--- src/rtl/arbiter_mux2ne1_if.sv ---
// Request/grant bundle between two requesters and the arbiter_mux2ne1 that steers
// the shared 2:1 datapath mux.
interface arbiter_mux2ne1_if;
    // Handshake: a requester raises Kerkesa and keeps it high. Its Leje rises one
    // clock edge later and the grant is exclusive. The requester keeps the grant
    // until it pulses Mbarim or drops Kerkesa. Mbarim is only sampled while the
    // requester holds the grant.
    logic Kerkesa0;
    logic Kerkesa1;
    logic Mbarim0;
    logic Mbarim1;
    logic Leje0;
    logic Leje1;
    logic S;
    logic Zene;
    logic Timeout;

    modport master (
        output Kerkesa0, Kerkesa1, Mbarim0, Mbarim1,
        input  Leje0, Leje1, S, Zene, Timeout
    );

    modport slave (
        input  Kerkesa0, Kerkesa1, Mbarim0, Mbarim1,
        output Leje0, Leje1, S, Zene, Timeout
    );
endinterface

--- src/rtl/arbiter_mux2ne1.sv ---
// Two-requester round-robin arbiter that owns the select of a shared 2:1 mux.
// Optional grant timeout is enabled with `define TIMEOUT_EN.
module arbiter_mux2ne1 #(
    parameter int MAX_HOLD = 8,
    parameter int CNT_W    = 8
) (
    input  logic              Clock,
    input  logic              Reset_n,
    arbiter_mux2ne1_if.slave  bus,
    output logic [1:0]        o_dbg_state
);

    typedef enum logic [1:0] {
        IDLE = 2'd0,
        G0   = 2'd1,
        G1   = 2'd2
    } state_t;

    state_t r_state;
    state_t w_state_nxt;
    logic   r_fundit;
    logic   w_fundit_nxt;
    logic   r_s;
    logic   r_timeout;
    logic   w_timeout;
    logic   w_hit;

`ifdef TIMEOUT_EN
    logic [CNT_W-1:0] r_cnt;

    // Counter restarts on every grant entry, including a direct hand-off.
    always_ff @(posedge Clock or negedge Reset_n) begin
        if (!Reset_n) begin
            r_cnt <= '0;
        end else if (w_state_nxt != r_state) begin
            r_cnt <= '0;
        end else if ((r_state != IDLE) && (r_cnt != {CNT_W{1'b1}})) begin
            r_cnt <= r_cnt + 1'b1;
        end
    end

    assign w_hit = (r_cnt == CNT_W'(MAX_HOLD - 1));
`else
    // The parameters only matter when the timeout is built in.
    assign w_hit = (MAX_HOLD < 1) && (CNT_W < 1);
`endif

    always_ff @(posedge Clock or negedge Reset_n) begin
        if (!Reset_n) begin
            r_state   <= IDLE;
            r_fundit  <= 1'b1;
            r_s       <= 1'b0;
            r_timeout <= 1'b0;
        end else begin
            r_state   <= w_state_nxt;
            r_fundit  <= w_fundit_nxt;
            r_timeout <= w_timeout;
            if (w_state_nxt == G0) begin
                r_s <= 1'b0;
            end else if (w_state_nxt == G1) begin
                r_s <= 1'b1;
            end
        end
    end

    always_comb begin
        w_state_nxt  = r_state;
        w_fundit_nxt = r_fundit;
        w_timeout    = 1'b0;
        case (r_state)
            IDLE: begin
                if (bus.Kerkesa0 && bus.Kerkesa1) begin
                    w_state_nxt = r_fundit ? G0 : G1;
                end else if (bus.Kerkesa0) begin
                    w_state_nxt = G0;
                end else if (bus.Kerkesa1) begin
                    w_state_nxt = G1;
                end
            end
            G0: begin
                w_timeout = w_hit && bus.Kerkesa0 && !bus.Mbarim0;
                if (bus.Mbarim0 || !bus.Kerkesa0 || w_timeout) begin
                    w_fundit_nxt = 1'b0;
                    w_state_nxt  = bus.Kerkesa1 ? G1 : IDLE;
                end
            end
            G1: begin
                w_timeout = w_hit && bus.Kerkesa1 && !bus.Mbarim1;
                if (bus.Mbarim1 || !bus.Kerkesa1 || w_timeout) begin
                    w_fundit_nxt = 1'b1;
                    w_state_nxt  = bus.Kerkesa0 ? G0 : IDLE;
                end
            end
            default: begin
                w_state_nxt = IDLE;
            end
        endcase
    end

    assign bus.Leje0   = (r_state == G0);
    assign bus.Leje1   = (r_state == G1);
    assign bus.S       = r_s;
    assign bus.Zene    = (r_state == G0) || (r_state == G1);
    assign bus.Timeout = r_timeout;
    assign o_dbg_state = r_state;

endmodule

--- src/flat_wrapper.sv ---
// flat-port wrapper written by rule: the top's interface ports become plain ports
module arbiter_mux2ne1_flat 
#(
    parameter int MAX_HOLD = 8,
    parameter int CNT_W    = 8
)
  (Clock, Reset_n, o_dbg_state, bus_Kerkesa0, bus_Kerkesa1, bus_Mbarim0, bus_Mbarim1, bus_Leje0, bus_Leje1, bus_S, bus_Zene, bus_Timeout);
  arbiter_mux2ne1_if bus_i ();
  input  logic Clock;
  input  logic Reset_n;
  output logic [1:0] o_dbg_state;
  input wire logic [$bits(bus_i.Kerkesa0)-1:0] bus_Kerkesa0;
  input wire logic [$bits(bus_i.Kerkesa1)-1:0] bus_Kerkesa1;
  input wire logic [$bits(bus_i.Mbarim0)-1:0] bus_Mbarim0;
  input wire logic [$bits(bus_i.Mbarim1)-1:0] bus_Mbarim1;
  output wire logic [$bits(bus_i.Leje0)-1:0] bus_Leje0;
  output wire logic [$bits(bus_i.Leje1)-1:0] bus_Leje1;
  output wire logic [$bits(bus_i.S)-1:0] bus_S;
  output wire logic [$bits(bus_i.Zene)-1:0] bus_Zene;
  output wire logic [$bits(bus_i.Timeout)-1:0] bus_Timeout;
  assign bus_i.Kerkesa0 = bus_Kerkesa0;
  assign bus_i.Kerkesa1 = bus_Kerkesa1;
  assign bus_i.Mbarim0 = bus_Mbarim0;
  assign bus_i.Mbarim1 = bus_Mbarim1;
  assign bus_Leje0 = bus_i.Leje0;
  assign bus_Leje1 = bus_i.Leje1;
  assign bus_S = bus_i.S;
  assign bus_Zene = bus_i.Zene;
  assign bus_Timeout = bus_i.Timeout;
  arbiter_mux2ne1 #(.MAX_HOLD(MAX_HOLD), .CNT_W(CNT_W)) u_core (.Clock(Clock), .Reset_n(Reset_n), .bus(bus_i), .o_dbg_state(o_dbg_state));
endmodule
--- config.mk ---
export PLATFORM = sky130hd
export DESIGN_NAME = arbiter_mux2ne1_flat
export DESIGN_NICKNAME = d
export VERILOG_FILES = /design/src/rtl/arbiter_mux2ne1_if.sv /design/src/rtl/arbiter_mux2ne1.sv /design/src/flat_wrapper.sv
export SDC_FILE = /design/constraint.sdc
export NUM_CORES = 1
export LEC_CHECK = 0
export CAP_MARGIN = 20
export CORE_AREA = 2 2 39 41
export CTS_BUF_LIST = sky130_fd_sc_hd__clkbuf_8 sky130_fd_sc_hd__clkbuf_16
export CTS_CLUSTER_DIAMETER = 100
export DETAILED_ROUTE_END_ITERATION = 16
export DIE_AREA = 0 0 41 43
export GPL_TIMING_DRIVEN = 0
export SYNTH_ARGS = -nofsm -noshare
export SYNTH_HDL_FRONTEND = slang
export SYNTH_SLANG_ARGS = --single-unit
--- constraint.sdc ---
create_clock -name Clock -period 2.5 [get_ports Clock]
set_input_delay 0.75 -clock Clock [delete_from_list [all_inputs] [get_ports Clock]]
set_output_delay 0.75 -clock Clock [all_outputs]
set_load 0.02 [all_outputs]
Yosys cells after proc, flatten, opt, wreduce, memory -nomap -nowiden. Cells that the tools add are included.

Equal/unequal tests: 6. Mux-type cells: 14. Reductions and logical operators: 10.

Operators by type and width (count): 2-to-1 mux 2 bit (7); one-hot mux 2 bit (3 select lines) (1); 2-to-1 mux 1 bit (5); == test 2 x 1 -> 1 bit (second input constant) (2); == test 2 bit (second input constant) (2); != test 2 x 1 -> 1 bit (second input constant) (2); nonzero test 2 bit (2); logical OR 1 bit (3); AND reduction 3 bit (1); zero test 1 bit (2); zero test 2 bit (1); one-hot mux 1 bit (2 select lines) (1); logical AND 1 bit (1).

Register bits after elaboration: 4. Bits of input ports: 6. Output and inout bits: 7. Word-level logic and storage cells: 33.

Logic depth before layout (Yosys ltp). Gate-level depths: netlist of run 1.

Word-level depth: 7. Mapped depth: 8. Gate-level depth less buffers: 8.

Least setup slack after synthesis of run 1. OpenSTA, ideal clock, no wires.

Path type: flip-flop to flip-flop. From: register u_core.r_state[0], in the netlist u_core.o_dbg_state[0]. To: register u_core.r_s, in the netlist u_core.bus.S. Library setup time: 0.126 ns. Data arrival time: 1.911 ns. Required time: 2.374 ns. Path slack: 0.463 ns. Cell stages (with the launch flop): 9. Buffers on the path: 0. Period minus slack after synthesis: 2.037 ns. Cells stage by stage: dfrtp_1 inv_1 ha_1 and3b_4 a221oi_1 o32ai_1 ha_1 nand2_1 o21ai_0.

Elaborated cells on any way between the ends: 13. Classes of those cells: 4 x eq/ne; 7 x mux; 2 x reduce/logical.

RTL lines: start: declaration (RTL line arbiter_mux2ne1.sv:19) `state_t r_state;`; start signal: assignment (RTL line arbiter_mux2ne1.sv:55) `r_state <= w_state_nxt;`; == test 2 bit *; via bus_Leje1 (RTL line flat_wrapper.sv:17) `output wire logic [$bits(bus_i.Leje1)-1:0] bus_Leje1;`; one-hot mux 2 bit (3 select lines) * (RTL line arbiter_mux2ne1.sv:70) `case (r_state)`; via u_core.w_state_nxt[0] (RTL line arbiter_mux2ne1.sv:20) `state_t w_state_nxt;`; == test 2 x 1 -> 1 bit or == test 2 bit (tied branches) (RTL line arbiter_mux2ne1.sv:58, arbiter_mux2ne1.sv:60); 2-to-1 mux 1 bit or nonzero test 2 bit (tied branches); end signal: assignment (RTL line arbiter_mux2ne1.sv:52) `r_s <= 1'b0;`; end signal: assignment (RTL line arbiter_mux2ne1.sv:59) `r_s <= 1'b0;`; end signal: assignment (RTL line arbiter_mux2ne1.sv:61) `r_s <= 1'b1;`; end: declaration (RTL line arbiter_mux2ne1.sv:23) `logic r_s;`.

Mark *: on every way through the listed nets, which the timed path passes. The rest lies on a longest branch. A chain may end at the register's enable or synchronous reset.

Worst setup path in the final report of run 1.
From: register u_core.r_state[0], in the netlist u_core.o_dbg_state[0]. To: output port bus_Zene.

Cells in the longest elaborated chain, start to end: 2. Elaborated cells on any way between the ends: 3. Classes of those cells: 2 x eq/ne; 1 x reduce/logical.

RTL lines: == test 2 x 1 -> 1 bit or == test 2 bit (tied branches); logical OR 1 bit * (RTL line arbiter_mux2ne1.sv:103) `assign bus.Zene = (r_state == G0) || (r_state == G1);`; end: declaration (RTL line flat_wrapper.sv:19) `output wire logic [$bits(bus_i.Zene)-1:0] bus_Zene;`.

Mark *: on every way between the ends. The rest lies on a longest branch, timed or not.

==> reports/summary.txt, run 1 <==
CLOCKING
-------------------------------------------------------------------------------------
Cell at the root of the clock tree                                       sky130_fd_sc_hd__clkbuf_8
CTS H-tree lvls                                                                     1
Deepest clock path buffer count                                                     2
Cts bufs inserted                                                                   3
CTS tree                                                                         done
CTS clk-pin slew, worst paths                                                   30 ps
TritonCTS Sinks                                                                     4
Clock latency at the later pin of the worst-skew pair                          220 ps

CRITICAL PATH
-------------------------------------------------------------------------------------
Biggest cell delay along the critical path                                     600 ps
Required arrival time at the worst endpoint                                   1750 ps
Kind of end point of the critical path                                     output pin
Crit path capture                                                            bus_Zene
Reg-to-reg setup timing slack                                                  560 ps
CP cell instances                                                        inv_1, ha_1, clkdlybuf4s50_1
Startpoint Class                                                                 flop
Worst Setup Path Type                                                         reg2out
Largest driver fanout on the critical path                                          5
Crit Reg-Reg Startpoint                                                  u_core.o_dbg_state[0]
First element of the critical path                                       u_core.o_dbg_state[0]
CP max-delay cell                                                        sky130_fd_sc_hd__clkdlybuf4s50_1
Worst reg-to-reg path cell count                                                    8
Endpoint of the most critical register-to-register path                  u_core.bus.S
Critical Path AT                                                              1640 ps

CELLS AND AREA
-------------------------------------------------------------------------------------
Post-Layout Inst Area                                                        546 um^2
Count of antenna diodes in the layout                                               0
Nets@finish                                                                        65
Fin cells                                                                          68
Area grow syn2layout                                                            47.8%
Most frequent standard cell in the layout excluding fill and tap cells   sky130_fd_sc_hd__clkdlybuf4s50_1
Layout cell share with drive strength beyond 1                                  0.192
Most frequent cells in the layout                                        11 x sky130_fd_sc_hd__clkdlybuf4s50_1, 6 x sky130_fd_sc_hd__ha_1, 4 x sky130_fd_sc_hd__nand2_1, 4 x sky130_fd_sc_hd__inv_1, 3 x sky130_fd_sc_hd__clkbuf_8
Filler Cells Inserted                                                             138
Share of the core filled with cells in the final layout                         0.394

GLOBAL ROUTING
-------------------------------------------------------------------------------------
Overall global routing resource usage                                           0.103
Number of global-route vias before repair                                         304
Largest net degree at the start of global routing                                   8
Initial antenna violation count                                                     0
First-pass GRT wire length                                                    1220 um
Aggregate global routing overflow                                                   0

DRT
-------------------------------------------------------------------------------------
Vias per Instance                                                                4.71
Post-route antenna net violation count                                              0
Number of vias after detailed routing                                             320
Final wirelength                                                               726 um
Number of iterations in the first detailed-routing pass                             2
Detailed-route wire length per cell                                           10.7 um
DRC viols                                                                           0
Initial detailed-routing violation count                                            1

TIMING
-------------------------------------------------------------------------------------
Final worst path period need                                                  2390 ps
Fin crit share                                                                  0.956
Fmax achieved                                                                 418 MHz
Number of endpoints with negative hold slack in the final report                    0
Count of endpoints failing setup in the final report                                0
Layout Skew                                                                   6.08 ps
Final count of pins violating max slew                                              0
Minimum hold slack                                                             490 ps
RSZ-0062 raised after global routing                                            false

PLACED DESIGN
-------------------------------------------------------------------------------------
Placed cell count                                                                  64
Number of buffers inserted by port buffering                                       11
Final GP Congestion                                                             0.742
Sum of net half-perimeters after detailed placement                            602 um
Post-placement cell area                                                     499 um^2

LOGIC SYNTHESIS
-------------------------------------------------------------------------------------
Number of distinct library cells after synthesis                                   24
Post-synthesis cell area                                                     369 um^2
Synth Instances                                                                    37
Largest cells by area after synthesis                                    sky130_fd_sc_hd__dfrtp_1 20%, sky130_fd_sc_hd__ha_1 20%, sky130_fd_sc_hd__dfstp_2 7.1%, sky130_fd_sc_hd__mux2_1 6.1%, sky130_fd_sc_hd__nand2_1 4.1%
Async S/R FF share, synth                                                        1.00
Syn_nets                                                                           49
Synthesized area per cell                                                   9.98 um^2
Seq cells post-synth                                                                4
Number of synthesized flops with an enable pin                                      0
Top cell type by total area after synthesis                              sky130_fd_sc_hd__dfrtp_1
Seq/Total Area, Yosys                                                           0.275
Fraction of synthesized cell area taken by the top area cell type               0.203
Number of warning messages in the yosys log                                         0
Primary flip-flop cell chosen by synthesis mapping                       sky130_fd_sc_hd__dfrtp_1

DIE
-------------------------------------------------------------------------------------
Number of top-level pins                                                           13
Floorplan core area                                                         1380 um^2
Die H                                                                           43 um
Initial standard-cell utilization of the core                                   0.267
# rows                                                                             14
Die area                                                                    1760 um^2
Die Wd                                                                          41 um

HOLD PATH
-------------------------------------------------------------------------------------
Classification of the worst-slack hold path                                   reg2reg

FLOW RUN
-------------------------------------------------------------------------------------
Max-Cap Viols                                                                       0

PWR
-------------------------------------------------------------------------------------
Leakage                                                                      0.238 nW
Highest ir drop seen on vdd                                                    629 uV
PwrDens                                                                  1260 nW/um^2

STATUS
-------------------------------------------------------------------------------------
Status                                                                   complete, no violations

## final cells by class
type	count	area [um^2]	area share
multi-input cells	29	249	0.456
repair buffers	11	110	0.202
flip-flops and latches	4	103	0.188
clock buffers	3	41.3	0.0757
well taps	16	20.0	0.0367
inverters	3	11.3	0.0206
plain buffers	1	7.51	0.0138
clock inverters	1	3.75	0.00688
## critical path, delay by kind of cell, from the launching register on
family                   cells  cell delay, ps
flip-flops                   1             410
adder cells (fa/ha/maj)      1             310
buffers and inverters        2             700
## cells in the mapped netlist, types with 2 or more instances
cell,count
sky130_fd_sc_hd__nand2_1,4
sky130_fd_sc_hd__ha_1,6
sky130_fd_sc_hd__mux2_1,2
sky130_fd_sc_hd__inv_1,3
sky130_fd_sc_hd__dfrtp_1,3
## metal layers
metal	vias up	GRT usage	share of wire
met3	0	0.0157	0.043
met1	148	0.134	0.48
li1	164	-	-
met2	8	0.144	0.48
met4	0	0.0800	0
met5	-	0	0
## logic make-up after synthesis
logic type | count (synthesis) | share of synthesized area
other | 1 | 0.0102
AND/OR/NAND/NOR | 9 | 0.156
flip-flops | 4 | 0.275
adder cells (fa/ha/maj) | 6 | 0.203
buffers and inverters | 4 | 0.0509
multiplexers | 2 | 0.0610
AO/OA/AOI/OAI | 11 | 0.244
## sequential cells by signal, summed over array words and instances, names as in the netlist
register	cells
u_core.bus.S	1
u_core.o_dbg_state	2
u_core.r_fundit	1
## power breakdown
part / switching, mW / internal, mW / leakage (nW) / total [mW]
clock: 0.0334 / 0.105 / 0.0269 / 0.138
combinational: 0.210 / 0.203 / 0.165 / 0.413
sequential: 0.0339 / 0.103 / 0.0459 / 0.137
## per-stage QoR
stage	setup WS (ps)	setup TNS (ps)	total power, mW
2_1_floorplan	463	0	0.403
3_3_place_gp	-41.4	-41.4	0.550
3_5_place_dp	-59.9	-59.9	0.555
4_1_cts	44.0	0	0.699
5_1_grt	23.9	0	0.745
6_report	109	0	0.688
## repair_timing
action / 4_1_cts / 5_1_grt
hold endpoints to repair: 0 / 0
gates resized for setup: 0 / 1
setup endpoints to repair: 0 / 1
hold buffers: 0 / 0
buffers inserted: 0 / 0
## worst min path at each step
stage,startpoint,to,slack (ps),depth (start not counted)
2_1_floorplan,Reset_n,u_core.bus.S,450,0
3_3_place_gp,u_core.bus.S,u_core.bus.S,470,2
3_5_place_dp,u_core.bus.S,u_core.bus.S,470,2
4_1_cts,u_core.bus.S,u_core.bus.S,490,2
5_1_grt,u_core.bus.S,u_core.bus.S,510,2
6_report,u_core.bus.S,u_core.bus.S,490,2
(Power assumes the default switching activity.)
==> run 2: changes to the inputs <==
Settings changed: DONT_BUFFER_PORTS set to 1, REMOVE_ABC_BUFFERS set to 1.
==> run 2 against run 1 <==
  * Count of clock-buffer cells in the layout unchanged
  * Sequential power up 21%
  * Global-route usage down 0.91 points
  * Die area is the same
  * Wire length is 3.3% lower
  * Clock power about the same
  * Non-clock buffer count shrank 12
  * Worst setup slack better by 180 ps
  * Sequential share of layout area increased by 4.9 points
  * Total power decreased by 15%
  * Core utilization fell by 8.6 points
==> reports/summary.txt, run 2 (synthesis results as in run 1) <==
CRITICAL PATH
-------------------------------------------------------------------------------------
Largest driver fanout on the critical path                                          5
Reg-to-reg setup timing slack                                                  290 ps
Cell with the most instances on the worst path                           sky130_fd_sc_hd__ha_1
Kind of end point of the critical path                                           flop
Critical Path AT                                                              2310 ps
Crit Reg-Reg Startpoint                                                  u_core.o_dbg_state[0]
Required arrival time at the worst endpoint                                   2600 ps
Biggest cell delay along the critical path                                     490 ps
Startpoint Class                                                                 flop
First element of the critical path                                       u_core.o_dbg_state[0]
CP max-delay cell                                                        sky130_fd_sc_hd__dfrtp_1
CP cell instances                                                        inv_1, ha_1, and3b_4, a221oi_1, o32ai_1, ha_1, nand2_1, o21ai_0
Worst Setup Path Type                                                         reg2reg

DIE
-------------------------------------------------------------------------------------
Initial standard-cell utilization of the core                                   0.267
Floorplan core area                                                         1380 um^2
# rows                                                                             14
Die H                                                                           43 um
Number of top-level pins                                                           13
Die area                                                                    1760 um^2
Die Wd                                                                          41 um

TIMING
-------------------------------------------------------------------------------------
Final count of pins violating max slew                                              0
RSZ-0062 raised after global routing                                            false
Number of endpoints with negative hold slack in the final report                    0
Minimum hold slack                                                             225 ps
Layout Skew                                                                   4.19 ps
Fmax achieved                                                                 452 MHz
Final worst path period need                                                  2210 ps
Fin crit share                                                                  0.886
Count of endpoints failing setup in the final report                                0
Sum Neg Setup Slack                                                              0 ps

CELLS AND AREA
-------------------------------------------------------------------------------------
Most frequent standard cell in the layout excluding fill and tap cells   sky130_fd_sc_hd__ha_1
Share of the core filled with cells in the final layout                         0.308
Nets@finish                                                                        53
Number of flip-flops in the largest register                                        2
Area grow syn2layout                                                            15.6%
Most frequent cells in the layout                                        6 x sky130_fd_sc_hd__ha_1, 4 x sky130_fd_sc_hd__nand2_1, 4 x sky130_fd_sc_hd__inv_1, 3 x sky130_fd_sc_hd__clkbuf_8, 3 x sky130_fd_sc_hd__dfrtp_1
Post-Layout Inst Area                                                        427 um^2
Layout cell share with drive strength beyond 1                                  0.200
Filler Cells Inserted                                                             152
Count of antenna diodes in the layout                                               0

CLOCKING
-------------------------------------------------------------------------------------
Deepest clock path buffer count                                                     2
CTS H-tree lvls                                                                     1
Cts bufs inserted                                                                   3
CTS clk-pin slew, worst paths                                                   30 ps
Cell at the root of the clock tree                                       sky130_fd_sc_hd__clkbuf_8
Clock latency at the later pin of the worst-skew pair                          220 ps
Post-cts repair resize count                                                        0
CTS tree                                                                         done
TritonCTS Sinks                                                                     4
Count of hold buffers inserted by post-cts repair                                   0
Number of setup buffers added after CTS                                             0

GLOBAL ROUTING
-------------------------------------------------------------------------------------
Number of global-route vias before repair                                         269
Initial antenna violation count                                                     0
First-pass GRT wire length                                                    1070 um
Overall global routing resource usage                                          0.0938
Largest net degree at the start of global routing                                   8
Aggregate global routing overflow                                                   0

HOLD PATH
-------------------------------------------------------------------------------------
Classification of the worst-slack hold path                                  in2async

FLOW RUN
-------------------------------------------------------------------------------------
Max-Cap Viols                                                                       0

DRT
-------------------------------------------------------------------------------------
Number of vias after detailed routing                                             262
DRC viols                                                                           0
Initial detailed-routing violation count                                            1
Vias per Instance                                                                4.68
Number of iterations in the first detailed-routing pass                             2
Detailed-route wire length per cell                                           12.5 um
Post-route antenna net violation count                                              0
Final wirelength                                                               702 um

PLACED DESIGN
-------------------------------------------------------------------------------------
Final GP Congestion                                                             0.742
Post-placement cell area                                                     382 um^2
Sum of net half-perimeters after detailed placement                            563 um
Number of buffers inserted by port buffering                                        0

PWR
-------------------------------------------------------------------------------------
PwrDens                                                                  1380 nW/um^2
Highest ir drop seen on vdd                                                    468 uV
Leakage                                                                      0.191 nW

STATUS
-------------------------------------------------------------------------------------
Status                                                                   complete, no violations

## run 2: cell count changes in the layout (fill, tap and decap cells not counted), sizes merged
cell and change:
clkdlybuf4s50 -11, buf -1
## run 2: routing by layer
metal / up-vias / global-route usage / part of all wire
met5: - / 0 / 0
met4: 0 / 0.100 / 0.030
met3: 2 / 0.0262 / 0.083
met2: 10 / 0.128 / 0.46
met1: 115 / 0.105 / 0.42
li1: 135 / - / -
## run 2: cell type report
type / count / area (um^2) / area share
clock inverters: 1 / 3.75 / 0.00880
multi-input cells: 29 / 249 / 0.584
inverters: 3 / 11.3 / 0.0264
clock buffers: 3 / 41.3 / 0.0968
well taps: 16 / 20.0 / 0.0469
flip-flops and latches: 4 / 101 / 0.238
## run 2: worst paths after layout
check / end / cells past startpoint
hold reg to reg: u_core.bus.S / 2
setup reg to reg: u_core.bus.S / 8
hold / removal: u_core.bus.S / 0
max in group asynchronous: u_core.r_fundit / 0
min in group Clock: u_core.bus.S / 2
setup / recovery: u_core.bus.S / 8
## run 2: where the power goes
group | internal (mW) | leakage (nW) | total, mW | switching [mW]
clock | 0.105 | 0.0269 | 0.141 | 0.0359
combinational | 0.120 | 0.117 | 0.280 | 0.160
sequential | 0.101 | 0.0471 | 0.166 | 0.0653
## run 2: stage by stage
step / cells / total power, mW / worst slack, ps
2_1_floorplan: 36 / 0.402 / 463
3_3_place_gp: 52 / 0.450 / 294
4_1_cts: 56 / 0.600 / 273
3_5_place_dp: 52 / 0.454 / 265
6_report: 56 / 0.587 / 286
5_1_grt: 56 / 0.632 / 146
## run 2: critical path, delay by kind of cell (launching register included)
| kind | cells | cell delay (ps) |
|---|---|---|
| compound gates | 3 | 450 |
| fa+ha+maj | 2 | 650 |
| buf+inv | 1 | 160 |
| flops | 1 | 490 |
| simple gates | 2 | 340 |
